## src/rtl/pipe_hazard_ctrl_pkg.sv

```systemverilog
// -----------------------------------------------------------------------------
// pipe_hazard_ctrl_pkg
// Shared encodings for the 5-stage MIPS hazard controller: operand forwarding
// source selects and the exception-flush FSM states.
// -----------------------------------------------------------------------------
package pipe_hazard_ctrl_pkg;

  // Operand source select driven onto fwd_a_ctrl / fwd_b_ctrl
  localparam logic [1:0] FWD_RF      = 2'b00;  // register file read
  localparam logic [1:0] FWD_EXE_ALU = 2'b01;  // ALU result in EXE
  localparam logic [1:0] FWD_MEM_ALU = 2'b10;  // ALU result in MEM
  localparam logic [1:0] FWD_MEM_LD  = 2'b11;  // load data in MEM

  // Exception FSM: FLUSH lasts exactly one cycle
  typedef enum logic {
    EXC_IDLE  = 1'b0,
    EXC_FLUSH = 1'b1
  } exc_state_e;

endpackage

```

## src/rtl/hz_down_counter.sv

```systemverilog
// -----------------------------------------------------------------------------
// hz_down_counter
// Loadable saturating down-counter with zero flag.
//   clk_i      : clock, rising edge
//   rst_ni     : asynchronous active-low reset (counter -> 0)
//   clr_i      : synchronous clear, highest priority
//   load_i     : load load_val_i
//   load_val_i : value to load
//   dec_i      : decrement by one when nonzero (deassert to hold)
//   zero_o     : counter equals zero
// -----------------------------------------------------------------------------
module hz_down_counter #(
  parameter int W = 2
) (
  input  logic         clk_i,
  input  logic         rst_ni,
  input  logic         clr_i,
  input  logic         load_i,
  input  logic [W-1:0] load_val_i,
  input  logic         dec_i,
  output logic         zero_o
);

  logic [W-1:0] cnt_q, cnt_d;

  always_comb begin
    cnt_d = cnt_q;
    if (clr_i) begin
      cnt_d = '0;
    end else if (load_i) begin
      cnt_d = load_val_i;
    end else if (dec_i && (cnt_q != '0)) begin
      cnt_d = cnt_q - W'(1);
    end
  end

  always_ff @(posedge clk_i or negedge rst_ni) begin
    if (!rst_ni) begin
      cnt_q <= '0;
    end else begin
      cnt_q <= cnt_d;
    end
  end

  assign zero_o = (cnt_q == '0);

endmodule

```

## src/rtl/pipe_hazard_ctrl.sv

```systemverilog
// -----------------------------------------------------------------------------
// pipe_hazard_ctrl
// Hazard / pipeline control for a 5-stage MIPS pipeline: operand forwarding,
// load-use and multiply/divide stalls, branch flush, one-cycle exception flush
// and debug halt / single-step.
//   clk, rst (async, active-low)
//   id_*            : ID source registers and decode flags
//   exe_/mem_/wb_*  : destination register, write enable and load flag per stage
//   branch_taken, mdu_start, exc_req, debug_en, debug_step : control requests
//   fwd_a_ctrl, fwd_b_ctrl, fwd_m : forwarding selects
//   <stage>_en / <stage>_rst       : stage enables and stage flushes
//   mdu_busy, exc_redirect         : status
// -----------------------------------------------------------------------------
module pipe_hazard_ctrl
  import pipe_hazard_ctrl_pkg::*;
#(
  parameter int REG_AW   = 5,
  parameter int LOAD_LAT = 1,
  parameter int MDU_LAT  = 4
) (
  input  logic              clk,
  input  logic              rst,
  input  logic [REG_AW-1:0] id_rs_addr,
  input  logic [REG_AW-1:0] id_rt_addr,
  input  logic              id_rs_used,
  input  logic              id_rt_used,
  input  logic              id_is_store,
  input  logic              id_mdu_use,
  input  logic [REG_AW-1:0] exe_wb_addr,
  input  logic [REG_AW-1:0] mem_wb_addr,
  input  logic [REG_AW-1:0] wb_wb_addr,
  input  logic              exe_wb_wen,
  input  logic              mem_wb_wen,
  input  logic              wb_wb_wen,
  input  logic              exe_is_load,
  input  logic              mem_is_load,
  input  logic              branch_taken,
  input  logic              mdu_start,
  input  logic              exc_req,
  input  logic              debug_en,
  input  logic              debug_step,
  output logic [1:0]        fwd_a_ctrl,
  output logic [1:0]        fwd_b_ctrl,
  output logic              fwd_m,
  output logic              if_en,
  output logic              if_rst,
  output logic              id_en,
  output logic              id_rst,
  output logic              exe_en,
  output logic              exe_rst,
  output logic              mem_en,
  output logic              mem_rst,
  output logic              wb_en,
  output logic              wb_rst,
  output logic              mdu_busy,
  output logic              exc_redirect
);

  localparam int SCW = $clog2(LOAD_LAT + 1);
  localparam int MCW = $clog2(MDU_LAT + 1);

  exc_state_e state_q;
  logic       exc_redirect_q;
  logic       step_prev_q;

  logic load_hz, stall, step_edge, halt, flushing;
  logic stall_zero, mdu_zero;

  // EXE beats MEM; register 0 is hard-wired so it never forwards
  function automatic logic [1:0] fwd_sel(
    input logic [REG_AW-1:0] src,
    input logic              e_wen,
    input logic [REG_AW-1:0] e_addr,
    input logic              m_wen,
    input logic [REG_AW-1:0] m_addr,
    input logic              m_ld
  );
    if (e_wen && (e_addr != '0) && (e_addr == src)) begin
      return FWD_EXE_ALU;
    end else if (m_wen && (m_addr != '0) && (m_addr == src)) begin
      return m_ld ? FWD_MEM_LD : FWD_MEM_ALU;
    end
    return FWD_RF;
  endfunction

  assign fwd_a_ctrl = fwd_sel(id_rs_addr, exe_wb_wen, exe_wb_addr,
                              mem_wb_wen, mem_wb_addr, mem_is_load);
  assign fwd_b_ctrl = fwd_sel(id_rt_addr, exe_wb_wen, exe_wb_addr,
                              mem_wb_wen, mem_wb_addr, mem_is_load);

  // A store only needs the loaded value in MEM, so its rt dependency is
  // resolved by forwarding into the store-data path instead of stalling.
  assign fwd_m = exe_is_load && exe_wb_wen && (exe_wb_addr != '0) &&
                 id_is_store && id_rt_used && (id_rt_addr == exe_wb_addr);

  assign load_hz = exe_is_load && exe_wb_wen && (exe_wb_addr != '0) &&
                   ((id_rs_used && (id_rs_addr == exe_wb_addr)) ||
                    (id_rt_used && !id_is_store && (id_rt_addr == exe_wb_addr)));

  assign mdu_busy  = !mdu_zero;
  assign stall     = load_hz || !stall_zero || (id_mdu_use && mdu_busy);
  assign step_edge = debug_step && !step_prev_q;
  assign halt      = debug_en && !step_edge;
  assign flushing  = (state_q == EXC_FLUSH);

  // Clearing already on the exc_req cycle makes stall_cnt read 0 throughout
  // the FLUSH cycle and drops any stall the flushed load had started.
  hz_down_counter #(.W(SCW)) u_stall_cnt (
    .clk_i      (clk),
    .rst_ni     (rst),
    .clr_i      (flushing || exc_req),
    .load_i     (load_hz && !halt),
    .load_val_i (SCW'(LOAD_LAT - 1)),
    .dec_i      (!halt),
    .zero_o     (stall_zero)
  );

  hz_down_counter #(.W(MCW)) u_mdu_cnt (
    .clk_i      (clk),
    .rst_ni     (rst),
    .clr_i      (1'b0),
    .load_i     (mdu_start && !halt),
    .load_val_i (MCW'(MDU_LAT)),
    .dec_i      (!halt),
    .zero_o     (mdu_zero)
  );

  always_ff @(posedge clk or negedge rst) begin
    if (!rst) begin
      state_q        <= EXC_IDLE;
      exc_redirect_q <= 1'b0;
    end else begin
      case (state_q)
        EXC_IDLE: begin
          if (exc_req) begin
            state_q        <= EXC_FLUSH;
            exc_redirect_q <= 1'b1;
          end
        end
        EXC_FLUSH: begin
          state_q        <= EXC_IDLE;
          exc_redirect_q <= 1'b0;
        end
        default: begin
          state_q        <= EXC_IDLE;
          exc_redirect_q <= 1'b0;
        end
      endcase
    end
  end

  always_ff @(posedge clk or negedge rst) begin
    if (!rst) begin
      step_prev_q <= 1'b0;
    end else begin
      step_prev_q <= debug_step;
    end
  end

  assign exc_redirect = exc_redirect_q;

  always_comb begin
    if_en   = 1'b1;
    id_en   = 1'b1;
    exe_en  = 1'b1;
    mem_en  = 1'b1;
    wb_en   = 1'b1;
    if_rst  = 1'b0;
    id_rst  = 1'b0;
    exe_rst = 1'b0;
    mem_rst = 1'b0;
    wb_rst  = 1'b0;
    if (!rst) begin
      if_rst  = 1'b1;
      id_rst  = 1'b1;
      exe_rst = 1'b1;
      mem_rst = 1'b1;
      wb_rst  = 1'b1;
    end else if (flushing) begin
      // WB holds an older, non-excepting instruction and is allowed to retire
      if_rst  = 1'b1;
      id_rst  = 1'b1;
      exe_rst = 1'b1;
      mem_rst = 1'b1;
    end else if (halt) begin
      if_en  = 1'b0;
      id_en  = 1'b0;
      exe_en = 1'b0;
      mem_en = 1'b0;
      wb_en  = 1'b0;
    end else if (stall) begin
      // Hold IF/ID, inject a bubble into EXE, let older stages drain
      if_en   = 1'b0;
      id_en   = 1'b0;
      exe_rst = 1'b1;
    end else if (branch_taken) begin
      id_rst = 1'b1;
    end
  end

endmodule
```

## config.mk

```make
export PLATFORM = sky130hd
export DESIGN_NAME = pipe_hazard_ctrl
export DESIGN_NICKNAME = d
export VERILOG_FILES = /design/src/rtl/pipe_hazard_ctrl_pkg.sv /design/src/rtl/hz_down_counter.sv /design/src/rtl/pipe_hazard_ctrl.sv
export SDC_FILE = /design/constraint.sdc
export NUM_CORES = 1
export LEC_CHECK = 0
export BUFFER_PORTS_ARGS = -buffer_cell sky130_fd_sc_hd__buf_4
export CAP_MARGIN = 20
export CORE_MARGIN = 2
export CORE_UTILIZATION = 39
export CTS_BUF_LIST = sky130_fd_sc_hd__clkbuf_2 sky130_fd_sc_hd__clkbuf_4 sky130_fd_sc_hd__clkbuf_8
export DETAILED_ROUTE_END_ITERATION = 10
export HOLD_SLACK_MARGIN = 0.08
export PLACE_DENSITY = 0.79
export SLEW_MARGIN = 20
export SYNTH_ARGS = -nofsm -noshare
export SYNTH_HDL_FRONTEND = slang
export SYNTH_HIERARCHICAL = 1
export SYNTH_SLANG_ARGS = --single-unit
```

## constraint.sdc

```tcl
create_clock -name clk -period 1.72 [get_ports clk]
set_clock_uncertainty 0.05 [all_clocks]
set_input_delay 0.258 -clock clk [delete_from_list [all_inputs] [get_ports clk]]
set_output_delay 0.258 -clock clk [all_outputs]
set_load 0.05 [all_outputs]
```

* After elaboration in Yosys (flattened, before gate mapping) *
Index checks and enable logic that the tools add are counted.

word-level totals
  bits in registers = 7
  bits of input ports = 41
  output and inout bits = 17
  logic and storage cells = 91

cells by class
  add/sub/neg operators = 2
  equality and inequality tests = 7
  muxes and demuxes = 39
  bitwise logic cells = 1
  reduce and logical (&&, ||, !) cells = 37

operators by type and width
  kind                 count
  $eq 5x5->1           6
  $mux 1               29
  $logic_and 1x1->1    22
  $mux 2               6
  $reduce_bool 5->1    2
  $mux 3               2
  $reduce_bool 3->1    2
  $logic_not 1->1      5
  $logic_or 1x1->1     4
  $pmux 1 s2           2
  $logic_not 3->1      1
  $sub 3x1->3 const B  1
  $ne 2x2->1 const B   1
  $reduce_bool 2->1    1
  $not 1->1            1
  $sub 1x1->1 const B  1

* Depth between registers and ports, before layout *
Gate-level depths: netlist of run 1.

  word-level depth = 11
  depth in mapped cells = 7
  depth with buffers taken out = 6

* Cells and area by module *
The synthesis of run 1 kept the hierarchy.

modules (own cells, without submodules)
  module                          instances  cells each  area each (um^2)  seq. area each (um^2)
  pipe_hazard_ctrl                1          79          608.1             75.1
  hz_down_counter at u_mdu_cnt    1          21          200.2             75.1
  hz_down_counter at u_stall_cnt  1          4           52.6              25.0

* Worst setup path before layout of run 1 *
No wires, ideal clock.

  kind = input -> output
  start point = input port exe_wb_addr[0]
  end point = output port if_en
  data arrival time = 2.719 ns
  required time = 1.412 ns
  slack = -1.307 ns
  stages = 5
  path buffers = 1
  cells stage by stage = or4_4 -> o2111ai_2 -> nor4_1 -> o31ai_1 -> buf_4

between the ends
  longest elaborated chain between the ends = 10
  elaborated cells between the ends (all ways) = 14
  those cells by class = eq/ne (2); mux (4); reduce/logical (8)

RTL lines
  element                                      line                                            RTL
  from (decl)                                  pipe_hazard_ctrl.sv:29                          input logic [REG_AW-1:0] exe_wb_addr,
  $eq 5x5->1, on equally long branches         pipe_hazard_ctrl.sv:97, pipe_hazard_ctrl.sv:98
  $logic_and 1x1->1, on equally long branches  pipe_hazard_ctrl.sv:97, pipe_hazard_ctrl.sv:98
  $logic_or 1x1->1                             pipe_hazard_ctrl.sv:97                          ((id_rs_used && (id_rs_addr == exe_wb_addr)) ||
  $logic_and 1x1->1 (*)                        pipe_hazard_ctrl.sv:96                          assign load_hz = exe_is_load && exe_wb_wen && (exe_wb_addr != '0) &&
  $logic_or 1x1->1 (*) (2 in series)           pipe_hazard_ctrl.sv:101                         assign stall = load_hz || !stall_zero || (id_mdu_use && mdu_busy);
  $mux 1 (*) (4 in series)                     -
  to (decl)                                    pipe_hazard_ctrl.sv:45                          output logic if_en,

Every way passes the cells marked *; elsewhere a longest branch is shown, timed or not.

* Final worst setup path of run 1 *
  start point = register u_mdu_cnt.cnt_q[1]
  end point = output port id_rst

between the ends
  longest elaborated chain between the ends = 8

RTL lines
  element                 line                     RTL
  from (decl)             hz_down_counter.sv:24    logic [W-1:0] cnt_q, cnt_d;
  from (signal assigned)  hz_down_counter.sv:41    cnt_q <= cnt_d;
  $logic_not 3->1         hz_down_counter.sv:45    assign zero_o = (cnt_q == '0);
  net mdu_zero            pipe_hazard_ctrl.sv:67   logic stall_zero, mdu_zero;
  $logic_not 1->1         pipe_hazard_ctrl.sv:100  assign mdu_busy = !mdu_zero;
  $logic_and 1x1->1       pipe_hazard_ctrl.sv:101
  $logic_or 1x1->1        pipe_hazard_ctrl.sv:101
  $mux 1                  pipe_hazard_ctrl.sv:191  end else if (stall) begin
  $mux 1                  pipe_hazard_ctrl.sv:185  end else if (halt) begin
  $mux 1                  pipe_hazard_ctrl.sv:179  end else if (flushing) begin
  $mux 1                  pipe_hazard_ctrl.sv:173  if (!rst) begin
  to (decl)               pipe_hazard_ctrl.sv:48   output logic id_rst,

The timed path passes the listed nets, and every way through them passes these cells.

==> results of run 1 <==
power by group through the flow:
stage | logic (mW) | clock network [mW] | registers (mW)
2_1_floorplan | 0.281 | 0 | 0.200
3_3_place_gp | 0.472 | 0 | 0.192
3_5_place_dp | 0.485 | 0 | 0.193
4_1_cts | 0.528 | 0.179 | 0.190
5_1_grt | 0.679 | 0.199 | 0.193
6_report | 0.653 | 0.175 | 0.193
per-layer routing:
layer	GRT usage	share of wire
met3	0.0556	0.060
met4	0.0946	0.043
met1	0.300	0.37
met2	0.465	0.53
met5	0	0
layout make-up:
cell class                 count  share of cell area
inverter                      11              0.0245
tap                           28              0.0190
sequential                     7              0.0951
multi-input combinational     87               0.486
clock buffer                   4              0.0163
timing repair buffer          77               0.359
sequential cells by signal (all words and copies together), names as in the netlist:
| signal | cells |
|---|---|
| exc_redirect | 1 |
| u_mdu_cnt/cnt_q | 3 |
| flushing | 1 |
| step_prev_q | 1 |
| u_stall_cnt/cnt_q | 1 |
what timing repair did:
item / 4_1_cts / 5_1_grt
resized for setup: 21 / 37
endpoints found under the hold margin: 8 / 0
setup buffers: 1 / 1
pin swaps: 1 / 10
endpoints found under the setup margin: 10 / 16
hold buffers: 2 / 0
through the flow:
| stage | setup WS [ns] | TNS [ns] |
|---|---|---|
| after floorplan | -0.445 | -1.36 |
| after global placement | -0.371 | -2.70 |
| after detailed placement | -0.402 | -3.14 |
| after CTS | -0.402 | -2.62 |
| after global routing | -0.499 | -3.28 |
| final | -0.452 | -3.04 |
synthesized netlist by cell type (all sizes together) (2+ instances only):
cell,n,area share
nor2b,4,0.029
nand2b,4,0.038
dfrtp,7,0.20
or4,4,0.039
conb,2,0.0087
o41ai,2,0.038
nand2,5,0.022
buf,4,0.035
nand3b,3,0.026
xor2,6,0.061
nand3,2,0.012
xnor2,14,0.14
nand4,2,0.015
nor3,3,0.017
nor4,4,0.036
o21ai,3,0.017
a21oi,2,0.012
inv,11,0.048
a21o,2,0.017
nor2,4,0.020
and2,2,0.015
ha,2,0.029
worst max path at each step:
stage,start,slack (ns),cells after the start,to
4_1_cts,exe_wb_addr[0],-0.40,7,id_en
3_5_place_dp,exe_wb_addr[0],-0.40,6,exe_rst
2_1_floorplan,exe_wb_addr[0],-0.45,5,if_en
6_report,u_mdu_cnt/cnt_q[1],-0.45,7,id_rst
5_1_grt,u_mdu_cnt/cnt_q[0],-0.50,7,id_rst
3_3_place_gp,exe_wb_addr[0],-0.37,6,exe_rst
critical path, cell delays in order (launching register included):
cell      delay (ns)
dfrtp_1         0.41
inv_2           0.10
ha_4            0.16
ha_4            0.15
o21ai_4         0.05
nand2b_4        0.17
o41ai_4         0.36
buf_6           0.20
logic make-up after synthesis:
logic type | synth area share
other | 0.00872
adder cells (fa/ha/maj) | 0.0291
flip-flops | 0.203
buffers and inverters | 0.0829
AND/OR/NAND/NOR | 0.324
AO/OA/AOI/OAI | 0.148
XOR/XNOR | 0.203
==> key figures, run 1 <==
Status
  • Status: finished, violations left
  • Violated checks: setup timing

Critical path
  • Worst EP arrival: 1.86 ns
  • R2R Path End: u_mdu_cnt/cnt_q[1]
  • Worst Reg-to-Reg Cells: 7
  • Startpoint Class: flop
  • CP Max Fanout: 2
  • Setup slack, reg-to-reg: -0.05 ns
  • Critical path type: reg -> out
  • Crit path capture type: output port
  • Reg-to-reg startpoint: u_mdu_cnt/cnt_q[1]
  • Data required time at the worst endpoint: 1.41 ns

Place
  • Inst Count DP: 208
  • GPL Wtd Cong: 0.874
  • PortBufs: 51
  • Cell area after placement: 1520 µm²
  • Dpl hpwl: 2450 µm

Finish
  • Final #Nets: 230
  • Post-layout util: 0.857
  • Antenna cells: 0
  • Layout cells sized above 1: 0.634
  • Fillers: 119
  • Area added between synthesis and finish: 114%
  • Multi-input gate area: 895 µm²
  • Fin cells: 214
  • FF/Latch Area: 175 µm²
  • Commonest non-fill, non-tap cell in the layout: buf_4
  • Commonest non-fill, non-tap cells in the layout: buf_4, buf_6, xnor2_1, dfrtp_1, conb_1
  • Cell area after layout: 1840 µm²

Route
  • Pre-antenna DRT Iters: 4
  • Drt wl/cell: 19.3 µm
  • Post-DRT Antenna Nets: 0
  • Drt total wl: 4130 µm
  • DRC errors left: 0
  • Vias: 1173
  • Vias/cell: 5.48
  • Initial DRC count: 52

Worst hold path
  • Type of the tightest min-delay check: in -> reg
  • Hold Path Sink: exc_redirect
  • Hold_sp: exc_req
  • Cells on Worst Hold Path: 3

Timing
  • Final Hold Vio Count: 0
  • Final setup margin: -0.452 ns
  • Max Fclk: 460 MHz
  • Setup violations, final: 12
  • RSZ-0062 raised after global routing: yes
  • Post-route minimum period: 2.17 ns
  • Final period utilization: 1.26
  • Max Slew Vio Count: 0
  • Hold_ws: 0.197 ns

GRT
  • Largest net degree at the start of global routing: 8
  • First-pass GRT wire length: 5030 µm
  • Initial antenna violation count: 0
  • Gr usage total: 0.260
  • Congestion Overflow GR: 0
  • Vias in the first global route: 1122

Yosys
  • Cell variety after synth: 39
  • #FFs+latches synth: 7
  • Main synth FF type: dfrtp_1
  • Post-synthesis cell count: 104
  • Synth warn: 6
  • Async set-reset flop share out of synthesis: 1.00
  • Mean Syn Cell Area: 8.28 µm²
  • Cell area after synthesis: 861 µm²
  • Post-synthesis sequential area ratio: 0.203
  • Post-synth EDFFs: 0

Clock tree
  • Clk sinks: 7
  • CTS Root Cell: clkbuf_4
  • CTS Buffer Depth: 2
  • CTS clk-pin slew, worst paths: 0.06 ns
  • Clock buffer count from CTS: 3
  • H-tree depth: 1
  • Worst-Skew Late Latency: 0.26 ns
  • CTS tree: built

Pwr
  • Part of the power in registers: 0.189
  • Switching share of power: 0.425
  • Leakage: 0.817 nW
  • Peak supply drop: 0.615 mV
  • Logic gate share of total power: 0.639
  • Power, Total: 1.02 mW
  • Internal power: 0.587 mW
  • Power Dens Cells: 554 nW/µm²
  • Psw: 0.434 mW
  • Clock share of power: 0.171

Die
  • Row Count: 17
  • Die area: 2600 µm²
  • IO Count: 58
  • Die Width: 51.0 µm
  • Die Y: 51.0 µm
  • Core ar.: 2150 µm²
  • Initial core utilization: 0.401

Flow run
  • Max_cap viols: 0
No activity file was read; power rests on OpenSTA's default activity.
==> run 2: changes to the inputs <==
--- a/config.mk
+++ b/config.mk
@@ -13,6 +13,7 @@
 export DETAILED_ROUTE_END_ITERATION = 10
 export HOLD_SLACK_MARGIN = 0.08
 export PLACE_DENSITY = 0.79
+export SETUP_SLACK_MARGIN = 0.3
 export SLEW_MARGIN = 20
 export SYNTH_ARGS = -nofsm -noshare
 export SYNTH_HDL_FRONTEND = slang
==> key figures, run 2 (synthesis gave the netlist of run 1 again) <==
Clock tree
  • CTS clk-pin slew, worst paths: 0.05 ns
  • Clk sinks: 7
  • CTS Root Cell: clkbuf_4
  • Worst-Skew Late Latency: 0.25 ns
  • CTS tree: built
  • H-tree depth: 1
  • CTS Buffer Depth: 2
  • Clock buffer count from CTS: 3

Timing
  • Final Hold Vio Count: 0
  • Worst Tran Pin Value: 0.605 ns
  • Total negative slack: -2.67 ns
  • Final setup margin: -0.413 ns
  • Post-route minimum period: 2.13 ns
  • Worst rel slew slack: 0.593
  • Max Fclk: 469 MHz
  • Setup violations, final: 9
  • Hold_ws: 0.0829 ns
  • RSZ-0062 raised after global routing: yes
  • Max Slew Vio Count: 0
  • Final period utilization: 1.24

GRT
  • Initial antenna violation count: 0
  • Congestion Overflow GR: 0
  • First-pass GRT wire length: 4860 µm
  • Vias in the first global route: 1117
  • Largest net degree at the start of global routing: 8
  • Gr usage total: 0.242

Route
  • Initial DRC count: 17
  • Post-DRT Antenna Nets: 0
  • Drt total wl: 3150 µm
  • Vias: 1047
  • Pre-antenna DRT Iters: 4
  • Drt wl/cell: 14.8 µm
  • Vias/cell: 4.92
  • DRC errors left: 0

Die
  • Die Width: 51.0 µm
  • Die area: 2600 µm²
  • Die Y: 51.0 µm
  • Core ar.: 2150 µm²
  • Row Count: 17
  • IO Count: 58
  • Initial core utilization: 0.401

Place
  • Dpl hpwl: 2260 µm
  • GPL Wtd Cong: 0.822
  • PortBufs: 51

Critical path
  • Worst path cell trace: buf_6 > or4_4 > o2111ai_4 > nor4_4 > buf_4 > o31ai_4 > buf_6
  • CP Max Fanout: 3
  • Startpoint Class: primary input
  • Crit path capture type: output port
  • Critical path type: in -> out
  • CP max-delay cell: or4_4
  • Worst path most repeated cell: buf_6
  • Data required time at the worst endpoint: 1.41 ns
  • Worst path max stage delay: 0.56 ns
  • Worst EP arrival: 1.83 ns

Finish
  • Area added between synthesis and finish: 107%
  • Commonest non-fill, non-tap cell in the layout: buf_4
  • Fillers: 117
  • Largest Register: u_mdu_cnt/cnt_q
  • FF/Latch Area: 175 µm²
  • Post-layout util: 0.831
  • Multi-input gate area: 838 µm²
  • Antenna cells: 0
  • Commonest non-fill, non-tap cells in the layout: buf_4, xnor2_1, buf_6, dfrtp_1, conb_1
  • Final #Nets: 229
  • Layout cells sized above 1: 0.643
  • Max FFs per register: 3

Pwr
  • Peak supply drop: 0.512 mV
  • Logic gate share of total power: 0.642
  • Internal power: 0.600 mW
  • Power, Total: 1.00 mW
  • Switching share of power: 0.400
  • Leakage: 0.792 nW
  • Psw: 0.400 mW
  • Clock share of power: 0.166
  • Part of the power in registers: 0.193
  • Power Dens Cells: 560 nW/µm²

Status
  • Violated checks: setup timing
  • Status: finished, violations left

Flow run
  • Max_cap viols: 0

Worst hold path
  • Type of the tightest min-delay check: in -> reg
run 2: routing by layer:
layer,vias up,GRT usage,wire (µm)
met1,503,0.291,1310
met4,0,0.0901,65
li1,513,-,-
met2,25,0.448,1700
met3,6,0.0146,77
met5,-,0,0
run 2: power by group through the flow:
stage | registers, mW | logic (mW) | clock network (mW)
2_1_floorplan | 0.200 | 0.292 | 0
3_3_place_gp | 0.192 | 0.472 | 0
3_5_place_dp | 0.193 | 0.485 | 0
4_1_cts | 0.191 | 0.588 | 0.169
5_1_grt | 0.193 | 0.677 | 0.177
6_report | 0.193 | 0.641 | 0.165
run 2: layout make-up:
class                   count  share of cell area
multi-input cells          87               0.470
inverters                  11              0.0302
flip-flops and latches      7              0.0982
repair buffers             76               0.365
clock buffers               4              0.0168
well taps                  28              0.0196
run 2: through the flow:
stage          setup WS, ns  cells  instance area (µm²)
3_5_place_dp         -0.388    204                 1510
6_report             -0.413    213                 1780
5_1_grt              -0.456    213                 1780
4_1_cts              -0.378    213                 1730
2_1_floorplan        -0.445    109                  991
3_3_place_gp         -0.367    204                 1510
run 2: path summary, 6_finish.rpt:
check / from / end / slack, ns / cells after the start
worst max register to register: u_mdu_cnt/cnt_q[0] / u_mdu_cnt/cnt_q[1] / 0.09 / 7
worst min-delay path: debug_step / step_prev_q / 0.08 / 1
min in group asynchronous: rst / u_mdu_cnt/cnt_q[1] / 0.42 / 3
max in group asynchronous: rst / step_prev_q / 1.07 / 3
worst max-delay path: exe_wb_addr[0] / id_en / -0.41 / 7
worst min register to register: exc_redirect / exc_redirect / 0.48 / 2
run 2: worst max-delay path: cells and delay by family:
family / cells / cell delay, ns
compound gates: 2 / 0.46
simple gates: 2 / 0.65
buf+inv: 3 / 0.45
run 2: what timing repair did:
action | CTS | global route
gates resized for setup | 33 | 11
pin swaps | 8 | 1
gates cloned | 0 | 0
buffers inserted | 4 | 0
hold buffers | 1 | 0
hold endpoints to repair | 7 | 0
setup endpoints to repair | 19 | 19
